[config.mk]
export PLATFORM = sky130hd
export DESIGN_NAME = keccak_digest_serializer
export DESIGN_NICKNAME = d
export VERILOG_FILES = /design/src/rtl/keccak_digest_serializer_pkg.sv /design/src/rtl/keccak_digest_serializer.sv
export SDC_FILE = /design/constraint.sdc
export NUM_CORES = 1
export LEC_CHECK = 0
export ABC_AREA = 1
export BUFFER_PORTS_ARGS = -buffer_cell sky130_fd_sc_hd__buf_2
export CAP_MARGIN = 20
export CORE_AREA = 2 2 642 644
export DETAILED_ROUTE_END_ITERATION = 10
export DIE_AREA = 0 0 644 646
export GPL_ROUTABILITY_DRIVEN = 0
export GPL_TIMING_DRIVEN = 0
export PLACE_DENSITY = 0.3
export SLEW_MARGIN = 15
export SYNTH_ARGS = -nofsm -noshare
export SYNTH_HDL_FRONTEND = slang
export SYNTH_SLANG_ARGS = --single-unit
[constraint.sdc]
create_clock -name clk -period 31.2 [get_ports clk]
set_input_delay 4.68 -clock clk [delete_from_list [all_inputs] [get_ports clk]]
set_output_delay 4.68 -clock clk [all_outputs]
set_load 0.05 [all_outputs]
[src/rtl/keccak_digest_serializer_pkg.sv]
// Shared definitions for the Keccak digest serializer.
// Holds the state/digest/word geometry, the FSM state encoding and a helper
// that picks one output word out of the captured digest.
package keccak_digest_serializer_pkg;

    localparam int STATE_W   = 1600;
    localparam int DIGEST_W  = 512;
    localparam int WORD_W    = 32;
    localparam int NUM_WORDS = DIGEST_W / WORD_W;
    localparam int IDX_W     = $clog2(NUM_WORDS);

    typedef enum logic {
        IDLE = 1'b0,
        SEND = 1'b1
    } ser_state_e;

    // Word 0 is the most significant word of the digest.
    function automatic logic [WORD_W-1:0] word_select(
        input logic [DIGEST_W-1:0] digest,
        input logic [IDX_W-1:0]    idx
    );
        logic [DIGEST_W-1:0] shifted;
        shifted = digest << (idx * WORD_W);
        return shifted[DIGEST_W-1 -: WORD_W];
    endfunction

endpackage

[src/rtl/keccak_digest_serializer.sv]
// Keccak digest serializer.
// Watches the permutation state and its ready flag; once the permutation of
// the final absorbed block completes, captures the top DIGEST_W state bits
// and streams them out MSB-first as WORD_W words over valid/ready, then
// pulses digest_done.
//
// Ports:
//   clk          clock
//   reset        asynchronous active-high reset
//   clear        synchronous abort back to IDLE (highest priority)
//   state_in     permutation state
//   state_ready  permutation-complete level flag
//   final_in     pulse: final padded block accepted by the permutation
//   dout         current digest word (registered)
//   dout_valid   dout holds a valid word
//   dout_ready   sink accepts the word
//   digest_done  one-cycle pulse after the last word transfers
//   busy         armed or sending
//   overrun      sticky: a new digest completed while still sending
module keccak_digest_serializer
    import keccak_digest_serializer_pkg::*;
(
    input  logic               clk,
    input  logic               reset,
    input  logic               clear,
    input  logic [STATE_W-1:0] state_in,
    input  logic               state_ready,
    input  logic               final_in,
    output logic [WORD_W-1:0]  dout,
    output logic               dout_valid,
    input  logic               dout_ready,
    output logic               digest_done,
    output logic               busy,
    output logic               overrun
);

    localparam logic [IDX_W-1:0] LAST_IDX = IDX_W'(NUM_WORDS - 1);

    ser_state_e          state_q, state_d;
    logic                armed_q, armed_d;
    logic [IDX_W-1:0]    idx_q, idx_d;
    logic                sr_dly_q, sr_dly_d;
    logic [DIGEST_W-1:0] digest_q, digest_d;
    logic [WORD_W-1:0]   dout_q, dout_d;
    logic                dout_valid_q, dout_valid_d;
    logic                done_q, done_d;
    logic                overrun_q, overrun_d;

    logic rise;
    logic xfer;

    // Edge, not level: state_ready is still high from the previous
    // permutation in the cycle final_in arrives, so the level would
    // capture a stale state.
    assign rise = state_ready & ~sr_dly_q;
    assign xfer = dout_valid_q & dout_ready;

    always_comb begin
        state_d      = state_q;
        armed_d      = armed_q;
        idx_d        = idx_q;
        sr_dly_d     = state_ready;
        digest_d     = digest_q;
        dout_d       = dout_q;
        dout_valid_d = dout_valid_q;
        done_d       = 1'b0;
        overrun_d    = overrun_q;

        if (clear) begin
            state_d      = IDLE;
            armed_d      = 1'b0;
            idx_d        = '0;
            dout_valid_d = 1'b0;
            overrun_d    = 1'b0;
        end else begin
            case (state_q)
                IDLE: begin
                    // final_in in the same cycle as rise counts as armed.
                    if (rise && (armed_q || final_in)) begin
                        digest_d     = state_in[STATE_W-1 -: DIGEST_W];
                        dout_d       = state_in[STATE_W-1 -: WORD_W];
                        dout_valid_d = 1'b1;
                        idx_d        = '0;
                        armed_d      = 1'b0;
                        state_d      = SEND;
                    end else if (final_in) begin
                        armed_d = 1'b1;
                    end
                end
                SEND: begin
                    // A digest finishing mid-stream is dropped; armed stays
                    // set so a later permutation can still be captured.
                    if (rise && armed_q) begin
                        overrun_d = 1'b1;
                    end
                    if (final_in) begin
                        armed_d = 1'b1;
                    end
                    if (xfer) begin
                        if (idx_q == LAST_IDX) begin
                            dout_valid_d = 1'b0;
                            done_d       = 1'b1;
                            state_d      = IDLE;
                        end else begin
                            idx_d  = idx_q + IDX_W'(1);
                            dout_d = word_select(digest_q, idx_q + IDX_W'(1));
                        end
                    end
                end
                default: state_d = IDLE;
            endcase
        end
    end

    always_ff @(posedge clk or posedge reset) begin
        if (reset) begin
            state_q      <= IDLE;
            armed_q      <= 1'b0;
            idx_q        <= '0;
            sr_dly_q     <= 1'b0;
            dout_q       <= '0;
            dout_valid_q <= 1'b0;
            done_q       <= 1'b0;
            overrun_q    <= 1'b0;
        end else begin
            state_q      <= state_d;
            armed_q      <= armed_d;
            idx_q        <= idx_d;
            sr_dly_q     <= sr_dly_d;
            dout_q       <= dout_d;
            dout_valid_q <= dout_valid_d;
            done_q       <= done_d;
            overrun_q    <= overrun_d;
        end
    end

    // Digest storage is pure data and is only read while sending.
    always_ff @(posedge clk) begin
        digest_q <= digest_d;
    end

    assign dout        = dout_q;
    assign dout_valid  = dout_valid_q;
    assign digest_done = done_q;
    assign overrun     = overrun_q;
    assign busy        = armed_q | (state_q == SEND);

endmodule

==> reports/qor.yml, run 1 <==
clock-root-buffer: "clkbuf_16"
vias: 17300
ios: 1642
syn_inst: 1941
ir_drop_uv: 41.0
wire_per_inst_um: 18.5
fillerInstances: 47600
final_area_um2: 35500
routedLengthMet1_mm: 53.4
syn_area_um2: 22400
postSynthAreaPerCell_um2: 11.5
clock-sinks: 554
leakagePower_uw: 0.0122
finalHoldViolCount: 0
drtAntennaViolNets: 0
synthDistinctLibCells: 23
overflow: 0
cts_resized: 0
syn_to_final_growth_pct: 58.7
layout_common_cells: "750 x nand2_1, 625 x buf_2, 512 x edfxtp_1"
critPathKind: "reg2out"
rrSetupSlack_ns: 27.14
ys_warn_count: 0
worst_setup_path_start_kind: "flip-flop"
fin_nets: 4219
start_util_pct: 5.47
placed_cells: 7977
grt_use_total_pct: 7.06
slew_headroom_pct: 32.6
clk_latency_ns: 0.81
place_area_um2: 32700
powerDensity_nw_per_um2: 57.1
place_hpwl_mm: 125
hold_buffers: 0
synthesis.nets: 3548
io_buffers: 553
final_cells: 8164
num_rows: 235
timing.setup.tns_ns: 0
cts_setup_buffers: 0
numCtsBuffers: 84
synth_area_leaders: "edfxtp_1 69%, nand2_1 13%, nand3_1 9.4%"
ys_ff_latch: 554
met2_length_mm: 82.9
routed.top_layer: "met5"
first_iter_violations: 955
antenna_found_initial: 101
final_util_pct: 8.69
holdCritPathClass: "reg2reg"
clk_pin_slew_worst_paths_ns: 0.06
grt_first_pass_wirelength_mm: 187
htree_levels: 3
clockBufferDepth: 4
setup_violations: 0
worstPathRequired_ns: 26.52
grt_max_degree: 37
maxCapViolations: 0
grt_pass1_vias: 18000
critPathMaxFanout: 10
tightest_slew_ns: 1.01
drc_errors: 0
rsz0062_at_grt: "false"
slew_violations: 0
drt-total-wl_mm: 151
final_layout_size_suffix_gt1_share_pct: 30.6
die-area_um2: 416000
wl_met3_mm: 9.39
status: "complete, no violations"
yosys.area.top_type: "edfxtp_1"
layout_commonest_cell: "nand2_1"
drtPass1Iterations: 5
design.core.area_um2: 409000
clock.fmax_ghz: 0.134
die_x_um: 644
die_h_um: 646
via_per_inst: 2.12
cts_tree: "done"
worst_clock_skew_ns: 0.0783
netlist.area_leader.share_pct: 68.7
min_period_ns: 7.46
cp.arrival_ns: 2.78
end_kind: "output port"
min_period_over_period_pct: 23.9
whs_ns: 0.478
ys_seq_area_share_pct: 73.4
worst paths after layout:
kind                       depth (start not counted)  endpoint  startpoint
max in group asynchronous                          3   dout[1]       reset
setup / recovery                                   4      busy     state_q
min in group asynchronous                          2  dout[18]       reset
setup reg to reg                                  11  dout[18]    idx_q[1]
hold reg to reg                                    2  dout[23]    dout[23]
hold / removal                                     2  dout[23]    dout[23]
synth_stat cells:
| cell | n |
|---|---|
| nand3_1 | 419 |
| buf_4 | 16 |
| nor2_2 | 1 |
| nor2_1 | 69 |
| buf_2 | 69 |
| nand2_2 | 1 |
| inv_1 | 9 |
| nand3_2 | 1 |
| nor3_1 | 1 |
| nor3_2 | 1 |
| nor2_4 | 1 |
| buf_1 | 11 |
| clkbuf_1 | 21 |
| o22ai_1 | 1 |
| ha_1 | 1 |
| a32o_1 | 1 |
| xor2_2 | 1 |
| o21ai_0 | 7 |
| edfxtp_1 | 512 |
| dfrtp_1 | 42 |
| inv_2 | 4 |
| or2_2 | 2 |
| nand2_1 | 750 |
sequential cells by signal, summed over array words and instances (netlist names):
name         count
overrun          1
armed_q          1
sr_dly_q         1
digest_done      1
digest_q       512
dout            32
idx_q            4
dout_valid       1
state_q          1
layer usage:
metal | GRT usage, % | vias up
met5 | 0 | -
met4 | 2.34 | 56
met3 | 1.93 | 255
met2 | 13.8 | 526
met1 | 7.12 | 8310
li1 | - | 8152
where the power goes:
group | leakage [uW] | switching, uW | internal (uW)
Sequential | 0.00519 | 10.6 | 843
Combinational | 0.00574 | 147 | 53.6
Clock | 0.00131 | 400 | 574
Total | 0.0122 | 557 | 1470
worst max-delay path, stage by stage, from the launching register on:
cell and delay [ns]:
dfrtp_1 0.42, buf_2 0.36, buf_1 0.64, or2_2 0.22, buf_2 0.29
cell families after synthesis:
| logic type | after synthesis | synth area share, % |
|---|---|---|
| AND/OR/NAND/NOR | 1246 | 23.4 |
| flip-flops | 554 | 73.4 |
| buffers and inverters | 130 | 2.84 |
| AO/OA/AOI/OAI | 9 | 0.229 |
| XOR/XNOR | 1 | 0.0727 |
| adder cells (fa/ha/maj) | 1 | 0.0559 |
final cells by class:
type	instances	area, um2	share of cell area [%]
Antenna cell	42	105	0.296
Clock inverter	51	534	1.50
Multi-Input combinational cell	1257	5320	15.0
Clock buffer	94	2160	6.09
Timing Repair Buffer	585	3490	9.83
Tap cell	5451	6820	19.2
Buffer	117	599	1.69
Inverter	13	51.3	0.144
Sequential cell	554	16400	46.3
through the flow:
| stage | setup slack (ns) | total power (uW) |
|---|---|---|
| 6_report | 23.74 | 2030 |
| 5_1_grt | 23.49 | 2110 |
| 4_1_cts | 23.46 | 2080 |
| 3_5_place_dp | 23.99 | 1080 |
| 3_3_place_gp | -9.84 | 1100 |
| 2_1_floorplan | 3.66 | 968 |
Power figures use the tool's default switching activity.
==> run 2, diff against run 1 <==
Settings changed: ABC_AREA 1 to 0, CORE_AREA 2 2 642 644 to 2 2 634 636, DIE_AREA 0 0 644 646 to 0 0 636 638.
Clock period 31.2 ns to 7.2 ns, I/O delays scaled along.
==> reports/qor.yml, run 2 <==
ir_drop_uv: 160
holdCritPathClass: "in2async"
grt_pass1_vias: 14200
grt_use_total_pct: 5.70
ys_warn_count: 0
fin_nets: 3262
vias: 13100
rsz0062_at_grt: "false"
drtAntennaViolNets: 0
p_int_uw: 6180
min_period_ns: 4.19
power_frac_seq_pct: 44.4
synthesis.nets: 2590
die_x_um: 636
place_hpwl_mm: 97.0
ys_seq_area_share_pct: 77.1
synthDistinctLibCells: 38
whs_ns: 0.279
drc_errors: 0
syn_inst: 983
clk_latency_ns: 0.80
wire_per_inst_um: 16.9
clock.fmax_ghz: 0.239
async_flop_share_pct: 7.58
clockBufferDepth: 4
netlist.area_leader.share_pct: 72.1
setup_violations: 0
worst_clock_skew_ns: 0.0619
postSynthAreaPerCell_um2: 21.7
grt_max_degree: 30
fin_ws_ns: 3.01
critPathMaxFanout: 10
htree_levels: 3
via_per_inst: 1.87
synth_common_cells: "512 x edfxtp_1, 128 x mux4_2, 50 x o21ai_0"
min_period_over_period_pct: 58.2
ys_ff_latch: 554
place_area_um2: 31500
cp.arrival_ns: 4.78
yosys.area.top_type: "edfxtp_1"
die_h_um: 638
ios: 1642
synthFlopType: "edfxtp_1"
final_layout_size_suffix_gt1_share_pct: 53.1
clockPowerShare_pct: 47.4
slew_headroom_pct: 29.8
cts_setup_buffers: 0
maxCapViolations: 0
clock-sinks: 554
cts_tree: "done"
timing.setup.tns_ns: 0
numCtsBuffers: 82
die-area_um2: 406000
top_register: "digest_q"
drt-total-wl_mm: 119
drtPass1Iterations: 5
end_kind: "flip-flop"
final_area_um2: 34100
swShare_pct: 25.6
cts_resized: 0
layout_common_cells: "573 x buf_2, 512 x edfxtp_1, 128 x mux4_2"
syn_to_final_growth_pct: 59.8
tightest_slew_ns: 1.05
worst_setup_path_start_kind: "flip-flop"
clk_pin_slew_worst_paths_ns: 0.06
p_comb_share_pct: 8.2
status: "complete, no violations"
antenna_found_initial: 130
hold_buffers: 0
num_rows: 232
critPathKind: "reg2reg"
design.core.area_um2: 399000
synth_area_leaders: "edfxtp_1 72%, mux4_2 14%, dfrtp_1 4.9%"
synth-edff-count: 512
powerDensity_nw_per_um2: 244
io_buffers: 552
synth_most_common_cell: "edfxtp_1"
finalHoldViolCount: 0
leakagePower_uw: 0.0103
first_iter_violations: 833
syn_area_um2: 21300
overflow: 0
worstPathRequired_ns: 7.79
layout_commonest_cell: "buf_2"
p_switching_uw: 2130
largest_register_ffs: 512
final_cells: 7000
pre_cts_slack_ns: 2.84
slew_violations: 0
clock-root-buffer: "clkbuf_16"
placed_cells: 6836
grt_first_pass_wirelength_mm: 149
start_util_pct: 5.35
-- run 2: changes by cell type after synthesis, sizes merged, moves of 4 or more --
| cell | before | now |
|---|---|---|
| mux2 | 0 | 32 |
| nand2b | 0 | 32 |
| mux4 | 0 | 128 |
| clkbuf | 21 | 28 |
| o221ai | 0 | 31 |
| nor3b | 0 | 4 |
| nor2 | 71 | 5 |
| a21oi | 0 | 4 |
| o21ai | 7 | 67 |
| buf | 96 | 34 |
| inv | 13 | 2 |
| nand3 | 420 | 3 |
| nand2 | 751 | 4 |
| o22ai | 1 | 32 |
-- run 2: worst max-delay path, cell delays in order, from the launching register on --
cell	delay [ns]
dfrtp_1	0.43
ha_1	0.50
buf_2	0.51
buf_4	0.39
clkbuf_2	0.61
mux4_2	0.45
o22ai_1	0.79
o221ai_1	0.25
-- run 2: kinds of logic after synthesis --
| family | after synthesis | share of synthesized area, % |
|---|---|---|
| AO/OA/AOI/OAI | 142 | 4.27 |
| XOR/XNOR | 2 | 0.0822 |
| adder cells (fa/ha/maj) | 1 | 0.0587 |
| buffers and inverters | 64 | 1.62 |
| flip-flops | 554 | 77.1 |
| multiplexers | 161 | 15.3 |
| AND/OR/NAND/NOR | 59 | 1.64 |
-- run 2: layer usage --
layer	wire length [um]	global-route usage, %	share of wire [%]
met4	3530	1.51	3.0
met3	6120	1.39	5.2
met5	261	0	0.22
met2	68800	11.8	58
met1	39800	5.48	34
-- run 2: path summary, 6_finish.rpt --
path / endpoint / cells past startpoint / slack [ns] / from
worst max register to register: dout[5] / 7 / 3.01 / idx_q[1]
worst min-delay path: dout[1] / 2 / 0.28 / reset
min in group clk: digest_q[71] / 1 / 0.46 / state_in[1159]
max in group asynchronous: dout[8] / 3 / 6.34 / reset
worst min register to register: overrun / 2 / 0.50 / overrun
worst max-delay path: dout[5] / 7 / 3.01 / idx_q[1]
-- run 2: final cells by class --
| cell class | count | area, um2 |
|---|---|---|
| flip-flops and latches | 554 | 16400 |
| clock inverters | 43 | 369 |
| fillers | 45800 | 364000 |
| multi-input cells | 365 | 4580 |
| plain buffers | 62 | 354 |
| diodes | 20 | 50.0 |
| well taps | 5265 | 6590 |
| clock buffers | 101 | 2150 |
| repair buffers | 588 | 3540 |
| inverters | 2 | 10.0 |
-- run 2: per-stage QoR --
stage	total power [uW]	utilization, %
2_1_floorplan	4070	-
3_3_place_gp	4460	7.70
3_5_place_dp	4470	7.90
4_1_cts	8550	8.54
5_1_grt	8680	8.54
6_report	8300	8.55
-- run 2: power groups by stage --
stage / combinational [uW] / clock [uW] / sequential [uW]
after floorplan: 143 / 0 / 3930
after global placement: 677 / 0 / 3790
after detailed placement: 713 / 0 / 3750
after CTS: 715 / 4140 / 3690
after global routing: 727 / 4250 / 3700
final: 681 / 3940 / 3690
==> run 3, diff against run 2 <==
Clock period 7.2 ns to 4.2 ns, I/O delays scaled along.
==> reports/qor.yml, run 3 (synthesized netlist as in run 2, its figures left out) <==
wire_per_inst_um: 16.2
worstPathRequired_ns: 4.78
place_hpwl_mm: 97.0
clk_pin_slew_worst_paths_ns: 0.06
num_rows: 232
top_register: "digest_q"
worst_clock_skew_ns: 0.0606
min_from: "state_in[1303]"
setup_violations: 0
via_per_inst: 1.94
io_buffers: 552
htree_levels: 3
rsz0062_at_grt: "false"
drtPass1Iterations: 4
critPathKind: "reg2reg"
rrSetupSlack_ns: 0.20
drc_errors: 0
layout_commonest_cell: "buf_2"
end_kind: "flip-flop"
design.core.area_um2: 399000
critPathMaxFanout: 10
slew_headroom_pct: 28.2
vias: 14400
grt_max_degree: 30
tightest_slew_ns: 1.07
numCtsBuffers: 82
worst_setup_path_start_kind: "flip-flop"
drt-total-wl_mm: 120
die-area_um2: 406000
syn_to_final_growth_pct: 80.0
drtAntennaViolNets: 0
clock-root-buffer: "clkbuf_16"
clk_latency_ns: 0.79
timing.rr.start: "idx_q[1]"
leakagePower_uw: 0.0121
finalHoldViolCount: 0
holdCritPathClass: "in2reg"
start_util_pct: 5.35
die_h_um: 638
final_area_um2: 38400
holdPathEnd: "digest_q[215]"
ios: 1642
grt_pass1_vias: 16400
grt_first_pass_wirelength_mm: 154
cts_setup_buffers: 0
cp.arrival_ns: 4.58
largest_register_ffs: 512
grt_use_total_pct: 5.78
powerDensity_nw_per_um2: 381
clock.fmax_ghz: 0.250
min_period_ns: 4.00
fillerInstances: 45600
clock-sinks: 554
status: "complete, no violations"
clockBufferDepth: 4
overflow: 0
die_x_um: 636
reg2regPathDepth: 7
final_util_pct: 9.62
antenna_found_initial: 59
hold_depth: 1
first_iter_violations: 793
r2r_end: "dout[5]"
place_area_um2: 31500
final_layout_size_suffix_gt1_share_pct: 42.5
cts_tree: "done"
maxCapViolations: 0
layout_common_cells: "573 x buf_2, 512 x edfxtp_1, 430 x dlygate4sd3_1"
slew_violations: 0
min_period_over_period_pct: 95.3
fin_nets: 3692
ir_drop_uv: 275
-- run 3: changes by cell type in the layout (fill, tap and decap cells not counted), sizes merged --
| cell | before | now |
|---|---|---|
| dlygate4sd3 | 0 | 430 |
| diode | 20 | 13 |
-- run 3: cell type report --
type                    instances  area [um2]  area share, %
inverters                       2        10.0         0.0261
repair buffers               1018        7850           20.5
diodes                         13        32.5         0.0848
clock inverters                43         369          0.962
multi-input cells             365        4580           11.9
well taps                    5265        6590           17.2
clock buffers                 101        2150           5.62
plain buffers                  62         357          0.930
flip-flops and latches        554       16400           42.8
-- run 3: worst max path at each step --
| stage | end | cells after the start | startpoint |
|---|---|---|---|
| after global placement | digest_q[146] | 3 | clear |
| after floorplan | digest_q[0] | 3 | state_ready |
| after CTS | dout[9] | 8 | idx_q[1] |
| after global routing | dout[9] | 8 | idx_q[1] |
| final | dout[5] | 7 | idx_q[1] |
| after detailed placement | dout[22] | 8 | idx_q[1] |
-- run 3: repair_timing --
item | in CTS | in global routing
hold endpoints to repair | 444 | 0
hold buffers | 430 | 0
endpoints found under the setup margin | 3 | 0
resized for setup | 3 | 0
-- run 3: per-layer routing --
layer  up-vias  track usage [%]  routed length [um]
met2       434             11.9               70300
met4        10             1.52                2800
li1       6412                -                   -
met5         -                0                  74
met1      7414             5.80               42100
met3       149             1.04                4820
-- run 3: worst max-delay path, stage by stage, from the launching register on --
cell,delay (ns)
dfrtp_1,0.43
ha_1,0.47
buf_2,0.50
buf_4,0.39
clkbuf_4,0.45
mux4_2,0.41
o22ai_1,0.82
o221ai_1,0.25
-- run 3: metrics by stage --
step,total power [uW],std cells,worst slack (ns),TNS (ns),hold WS (ns)
after floorplan,6980,983,-4.80,-2457.18,0.543
after global placement,7650,6800,-10.05,-5032.26,0.493
after detailed placement,7660,6836,-0.156,-0.290,0.489
after CTS,15000,7410,0.0860,0,0.0000258
after global routing,15300,7419,0.0723,0,0.0288
final,14600,7423,0.197,0,0.0654
-- run 3: where the power goes --
group | internal [uW] | total (uW) | switching (uW)
sequential | 6250 | 6320 | 68.6
clock | 3940 | 6750 | 2810
combinational | 656 | 1530 | 870
total | 10900 | 14600 | 3740
